==> config.mk <==
export PLATFORM = sky130hd
export DESIGN_NAME = spi_regbank_burst
export DESIGN_NICKNAME = d
export VERILOG_FILES = /design/src/rtl/spi_regbank_burst.sv
export SDC_FILE = /design/constraint.sdc
export NUM_CORES = 1
export LEC_CHECK = 0
export BUFFER_PORTS_ARGS = -buffer_cell sky130_fd_sc_hd__buf_4
export CORE_AREA = 2 2 365 367
export DETAILED_ROUTE_END_ITERATION = 8
export DIE_AREA = 0 0 367 369
export SYNTH_ARGS = -nofsm -noshare
export SYNTH_HDL_FRONTEND = slang
export SYNTH_SLANG_ARGS = --single-unit
export TNS_END_PERCENT = 20
==> constraint.sdc <==
create_clock -name theClock -period 4.66 [get_ports theClock]
set_clock_uncertainty 0.15 [all_clocks]
set_input_delay 0.466 -clock theClock [delete_from_list [all_inputs] [get_ports theClock]]
set_output_delay 0.466 -clock theClock [all_outputs]
set_load 0.03 [all_outputs]
==> src/rtl/spi_regbank_burst.sv <==
// SPI mode-0 slave register bank with burst auto-increment, abort counting and write strobe.
// All SPI pins are synchronised into theClock; the host must hold SCLK high/low >= 4 cycles.
module spi_regbank_burst #(
   parameter int DATA_W  = 16,
   parameter int ADDR_W  = 15,
   parameter int N_CH    = 18,
   parameter int IO_BASE = 16
) (
   input  logic                     theClock,
   input  logic                     theReset,
   input  logic                     MySPI_clk,
   input  logic                     MySPI_cs,
   input  logic                     MySPI_sdi,
   output logic                     MySPI_sdo,
   output logic [DATA_W-1:0]        Config,
   input  logic [DATA_W-1:0]        Status,
   output logic [DATA_W-1:0]        Led70,
   input  logic [N_CH*DATA_W-1:0]   IO_Data_In,
   output logic [N_CH*DATA_W-1:0]   IO_Data_Out,
   output logic [N_CH*DATA_W-1:0]   IO_Enable_Out,
   output logic                     Wr_Strobe,
   output logic [ADDR_W-1:0]        Wr_Addr,
   output logic [7:0]               Frame_Err_Cnt
);

   localparam int CMD_BITS = ADDR_W + 1;
   localparam int MAX_BITS = (CMD_BITS > DATA_W) ? CMD_BITS : DATA_W;
   localparam int CNT_W    = $clog2(MAX_BITS + 1);

   typedef enum logic [2:0] {
      S_IDLE,
      S_CMD,
      S_LOAD,
      S_DATA,
      S_COMMIT
   } state_t;

   state_t state_q, state_d;

   logic [1:0] sclk_sync, cs_sync, sdi_sync;
   logic       sclk_prev, cs_prev;
   logic       sclk_rise, cs_high, cs_fall, sdi_s;

   logic              rw_q;
   logic [ADDR_W-1:0] addr_q;
   logic [DATA_W-1:0] sr_q;
   logic [CNT_W-1:0]  bit_cnt;

   logic shift_cmd, shift_data, load_sr, commit, clr_cnt, abort;

   logic [DATA_W-1:0] cfg_q, led_q;
   logic [DATA_W-1:0] data_q [N_CH];
   logic [DATA_W-1:0] en_q   [N_CH];
   logic [DATA_W-1:0] rd_data;
   logic              wr_cfg, wr_led, wr_ok;
   logic [N_CH-1:0]   wr_data, wr_en;

   logic              wr_strobe_q;
   logic [ADDR_W-1:0] wr_addr_q;
   logic [7:0]        err_q;

   // Synchronisers clear to 0 so that a CS already low when reset releases is
   // not mistaken for a new frame: only a genuine high-to-low transition starts one.
   // NOTE: clocked state is always assigned with <=, so every flop sees pre-edge values.
   always_ff @(posedge theClock) begin
      if (theReset) begin
         sclk_sync <= '0;
         cs_sync   <= '0;
         sdi_sync  <= '0;
         sclk_prev <= 1'b0;
         cs_prev   <= 1'b0;
      end else begin
         sclk_sync <= {sclk_sync[0], MySPI_clk};
         cs_sync   <= {cs_sync[0], MySPI_cs};
         sdi_sync  <= {sdi_sync[0], MySPI_sdi};
         sclk_prev <= sclk_sync[1];
         cs_prev   <= cs_sync[1];
      end
   end

   assign sclk_rise = sclk_sync[1] & ~sclk_prev;
   assign cs_high   = cs_sync[1];
   assign cs_fall   = ~cs_sync[1] & cs_prev;
   assign sdi_s     = sdi_sync[1];

   always_ff @(posedge theClock) begin
      if (theReset) state_q <= S_IDLE;
      else          state_q <= state_d;
   end

   // CS is tested before the SCLK edge, so an edge arriving together with the
   // CS rise is dropped and the word counts as aborted.
   // NOTE: every always_comb output gets a default first, so no latch is inferred.
   always_comb begin
      state_d    = state_q;
      shift_cmd  = 1'b0;
      shift_data = 1'b0;
      load_sr    = 1'b0;
      commit     = 1'b0;
      clr_cnt    = 1'b0;
      abort      = 1'b0;
      case (state_q)
         S_IDLE: begin
            if (cs_fall) begin
               state_d = S_CMD;
               clr_cnt = 1'b1;
            end
         end
         S_CMD: begin
            if (cs_high) begin
               state_d = S_IDLE;
               abort   = (bit_cnt != '0);
            end else if (sclk_rise) begin
               shift_cmd = 1'b1;
               if (bit_cnt == CNT_W'(CMD_BITS - 1)) state_d = S_LOAD;
            end
         end
         S_LOAD: begin
            if (cs_high) begin
               state_d = S_IDLE;
            end else begin
               load_sr = 1'b1;
               clr_cnt = 1'b1;
               state_d = S_DATA;
            end
         end
         S_DATA: begin
            if (cs_high) begin
               state_d = S_IDLE;
               abort   = (bit_cnt != '0);
            end else if (sclk_rise) begin
               shift_data = 1'b1;
               if (bit_cnt == CNT_W'(DATA_W - 1)) state_d = S_COMMIT;
            end
         end
         S_COMMIT: begin
            commit  = 1'b1;
            state_d = cs_high ? S_IDLE : S_LOAD;
         end
         default: state_d = S_IDLE;
      endcase
   end

   // The R/W bit enters at the bottom of {rw, addr} and reaches the top after CMD_BITS shifts.
   always_ff @(posedge theClock) begin
      if (theReset) begin
         rw_q    <= 1'b0;
         addr_q  <= '0;
         sr_q    <= '0;
         bit_cnt <= '0;
      end else begin
         if (clr_cnt)                      bit_cnt <= '0;
         else if (shift_cmd || shift_data) bit_cnt <= bit_cnt + CNT_W'(1);

         if (shift_cmd)   {rw_q, addr_q} <= {addr_q, sdi_s};
         else if (commit) addr_q         <= addr_q + ADDR_W'(1);

         if (load_sr)         sr_q <= rd_data;
         else if (shift_data) sr_q <= {sr_q[DATA_W-2:0], sdi_s};
      end
   end

   assign MySPI_sdo = sr_q[DATA_W-1];

   always_comb begin
      rd_data = '0;
      wr_cfg  = 1'b0;
      wr_led  = 1'b0;
      wr_data = '0;
      wr_en   = '0;
      if (addr_q == ADDR_W'(0)) begin
         rd_data = cfg_q;
         wr_cfg  = 1'b1;
      end
      if (addr_q == ADDR_W'(1)) rd_data = Status;
      if (addr_q == ADDR_W'(2)) begin
         rd_data = led_q;
         wr_led  = 1'b1;
      end
      for (int c = 0; c < N_CH; c++) begin
         if (addr_q == ADDR_W'(IO_BASE + 2 * c)) begin
            rd_data    = IO_Data_In[c*DATA_W +: DATA_W];
            wr_data[c] = 1'b1;
         end
         if (addr_q == ADDR_W'(IO_BASE + 2 * c + 1)) begin
            rd_data  = en_q[c];
            wr_en[c] = 1'b1;
         end
      end
      wr_ok = wr_cfg | wr_led | (|wr_data) | (|wr_en);
   end

   // NOTE: the register file drives ports whose reset value is 0, so it is reset like any other state.
   always_ff @(posedge theClock) begin
      if (theReset) begin
         cfg_q <= '0;
         led_q <= '0;
         for (int c = 0; c < N_CH; c++) begin
            data_q[c] <= '0;
            en_q[c]   <= '0;
         end
      end else if (commit && rw_q) begin
         if (wr_cfg) cfg_q <= sr_q;
         if (wr_led) led_q <= sr_q;
         for (int c = 0; c < N_CH; c++) begin
            if (wr_data[c]) data_q[c] <= sr_q;
            if (wr_en[c])   en_q[c]   <= sr_q;
         end
      end
   end

   always_ff @(posedge theClock) begin
      if (theReset) begin
         wr_strobe_q <= 1'b0;
         wr_addr_q   <= '0;
         err_q       <= '0;
      end else begin
         wr_strobe_q <= commit & rw_q & wr_ok;
         if (commit && rw_q && wr_ok) wr_addr_q <= addr_q;
         if (abort && (err_q != 8'hFF)) err_q <= err_q + 8'd1;
      end
   end

   assign Config        = cfg_q;
   assign Led70         = led_q;
   assign Wr_Strobe     = wr_strobe_q;
   assign Wr_Addr       = wr_addr_q;
   assign Frame_Err_Cnt = err_q;

   for (genvar c = 0; c < N_CH; c++) begin : g_pack
      assign IO_Data_Out[c*DATA_W +: DATA_W]   = data_q[c];
      assign IO_Enable_Out[c*DATA_W +: DATA_W] = en_q[c];
   end

endmodule

==> impl_metrics.toml <==
[floorplan]
core_mm2 = 0.131
die_y_um = 369
fp.dieArea_mm2 = 0.135
fp-row-count = 133
io_pins = 942
start_util_pct = 26.0
die_w_um = 367

[yosys]
synth_area_leaders = "edfxtp_1 51%, and3_1 9.1%, dfxtp_1 6.1%"
avgSynthCellArea_um2 = 10.5
yosys_register_bits = 680
synth_commonest_cells = "576 x edfxtp_1, 497 x and3_1, 300 x clkbuf_1"
yosysSeqAreaShare_pct = 56.9
async_flop_share_pct = 0
synth_warnings = 0
synthDistinctLibCells = 92
netlist_instances = 3243
synth_ff_type = "edfxtp_1"
synth.largest_area_cell = "edfxtp_1"
syn_nets = 3560
synth_area_mm2 = 0.0341
yosysMostFrequentCell = "edfxtp_1"
synth-edff-count = 576
synth_top_area_share_pct = 50.8

[status]
violations = "capacitance limit, slew limit, setup timing"
status = "finished, violations left"

[setup_path]
crit_family = "compound AO/OA/AOI/OAI gates"
worst-r2r-setup-slack_ns = -0.15
crit_buf_inv = 1
cp.required_ns = 5.12
critPathCaptureType = "flip-flop"
cp_num_cells = 9
path_class = "flip-flop to flip-flop"
critPathLaunch = "addr_q[6]$_SDFFE_PP0P_"
cp_slowest_cell = "a221oi_1"
r2r_cells = 9
crit_arrival_ns = 5.27
r2r-end = "sr_q[8]$_SDFFE_PP0P_"
startpoint_type = "flip-flop"
critPathMaxStageDelay_ns = 0.95
crit-reg2reg-launch = "addr_q[6]$_SDFFE_PP0P_"
path_max_fanout = 20
crit_chain = "nor2_2, buf_4, nand4_1, nand2_1, a221oi_1, o311ai_0, a311oi_1, o311ai_1, and2_1"
cp-endpoint = "sr_q[8]$_SDFFE_PP0P_"

[placed_design]
dp_hpwl_um = 192000
gp_congestion = 1.06
portBuffers = 941
place_ws_ns = 0.174

[hold_path]
hold_start = "IO_Data_In[221]"
hold_depth = 5
hp-class = "input pin to flip-flop"

[global_route]
grt_pass1_wl_um = 320000
grt_max_degree = 185
gr-usage-all-layers_pct = 35.1
grt_overflow = 0
first_global_vias = 32700
antenna_found_initial = 74

[sta]
fmax_mhz = 208
tightest_slew_ns = 1.52
slew_viol_final = 3
hold_viol_final = 0
max_slew_margin_pct = -3.90
period_needed_ns = 4.81
rsz0062_at_grt = "no"
timing.final.crit_share_pct = 103
fin_ws_ns = -0.148
setup_violations = 1

[detailed_routing]
drc_errors = 0
antenna_left = 0
wl_per_cell_um = 41.3
via_per_inst = 5.96
vias = 35800
firstDrtPassIters = 6
routed_wl_um = 248000
drt_iter0_drc = 5985

[final_layout]
drive_above_1_share_pct = 33.1
post-route-util_pct = 35.7
fillers = 13400
syn_to_final_growth_pct = 37.5
nets = 4479

[clock_tree]
cts_buffer_depth = 3
postCtsSetupBuffers = 0
cts_root_buf = "clkbuf_16"
clock-sinks = 680
cts_tree = "yes"
clkLatencyLatePin_ns = 0.72
numCtsBuffers = 82
clkSlewWorstSetupHoldPaths_ns = 0.06
cts.htree.levels = 3

[pwr]
ir_drop_mv = 0.242
p_leak_uw = 0.0195
p_per_area_mw_per_mm2 = 335

[job]
cap_violations = 1
## area by class of cell
type	count	area, um^2	share of cell area, %
inverters	28	105	0.224
repair buffers	1180	8990	19.2
well taps	1755	2200	4.69
multi-input cells	2190	13500	28.7
flip-flops and latches	680	19400	41.4
diodes	25	62.6	0.133
clock buffers	101	2180	4.66
clock inverters	48	465	0.993
## metrics by stage
step                      area, um^2  hold slack (ns)  cells  total power, uW  setup TNS, ns
after detailed placement       44100            0.285   5825             9210              0
after CTS                      46800           0.0346   5982            15700              0
after floorplan                34100            0.264   3243             7900              0
after global placement         44100            0.276   5825             9210              0
final                          46900           0.0690   6007            15700         -0.148
after global routing           46800           0.0942   5992            16000              0
## per-layer routing
layer / GRT usage, % / part of all wire [%] / vias to the layer above
met5: 0 / 0.16 / -
met4: 15.4 / 4.7 / 62
met3: 12.8 / 13 / 536
met2: 53.4 / 44 / 3027
met1: 44.4 / 37 / 17900
li1: - / - / 14300
## kinds of logic after synthesis
family                   share of synthesized area (%)
adder cells (fa/ha/maj)                          0.294
AND/OR/NAND/NOR                                   24.0
flip-flops                                        56.9
buffers and inverters                             4.28
multiplexers                                     0.712
XOR/XNOR                                         0.257
AO/OA/AOI/OAI                                     13.6
## state kept, by name, summed over array words and instances (netlist names)
signal / count
en_q: 288
sr_q: 16
Config: 16
addr_q: 15
data_q: 288
cs_prev: 1
Wr_Addr: 15
rw_q: 1
sclk_sync: 2
Wr_Strobe: 1
Frame_Err_Cnt: 8
cs_sync: 2
sclk_prev: 1
state_q: 3
Led70: 16
sdi_sync: 2
bit_cnt: 5
## worst min-delay path by stage
stage,slack [ns],end
after floorplan,0.26,cs_sync[1]$_SDFF_PP0_
after global placement,0.28,sclk_sync[1]$_SDFF_PP0_
after detailed placement,0.29,sdi_sync[1]$_SDFF_PP0_
after CTS,0.03,sr_q[13]$_SDFFE_PP0P_
after global routing,0.09,sr_q[13]$_SDFFE_PP0P_
final,0.07,sr_q[13]$_SDFFE_PP0P_
## power by group
part,total [uW],internal (uW),switching [uW]
registers,7180,6860,326
logic,1930,601,1330
clock network,6600,3690,2900
## worst min-delay path: cells and delay by family
| kind | cells | cell delay (ns) |
|---|---|---|
| AND/OR/NAND/NOR | 1 | 0.09 |
| AO/OA/AOI/OAI | 3 | 0.23 |
| buffers and inverters | 1 | 0.11 |
## layout by cell type (no fill, tap or decap), types with 19 or more instances in the layout
master and count:
o211ai_1 37, o22ai_1 41, edfxtp_1 576, and3_1 497, mux2i_1 22, a21oi_1 164, inv_1 23, nor2b_1 21
nor3_1 95, nand3_1 91, and2_1 93, o221ai_1 37, dfxtp_1 86, a31oi_1 27, buf_4 1163, o21ai_1 23
nor2_1 166, diode_2 25, a211oi_1 25, o21ai_0 95, nand4_1 72, clkbuf_16 83, nand2_1 267, a221oi_1 32
nor4_1 19
## what timing repair did
item                                    CTS  global route
endpoints found under the hold margin    14             0
gates resized for setup                   0             1
endpoints found under the setup margin    0             1
hold buffers                              8             0
No activity file was read; power rests on OpenSTA's default activity.
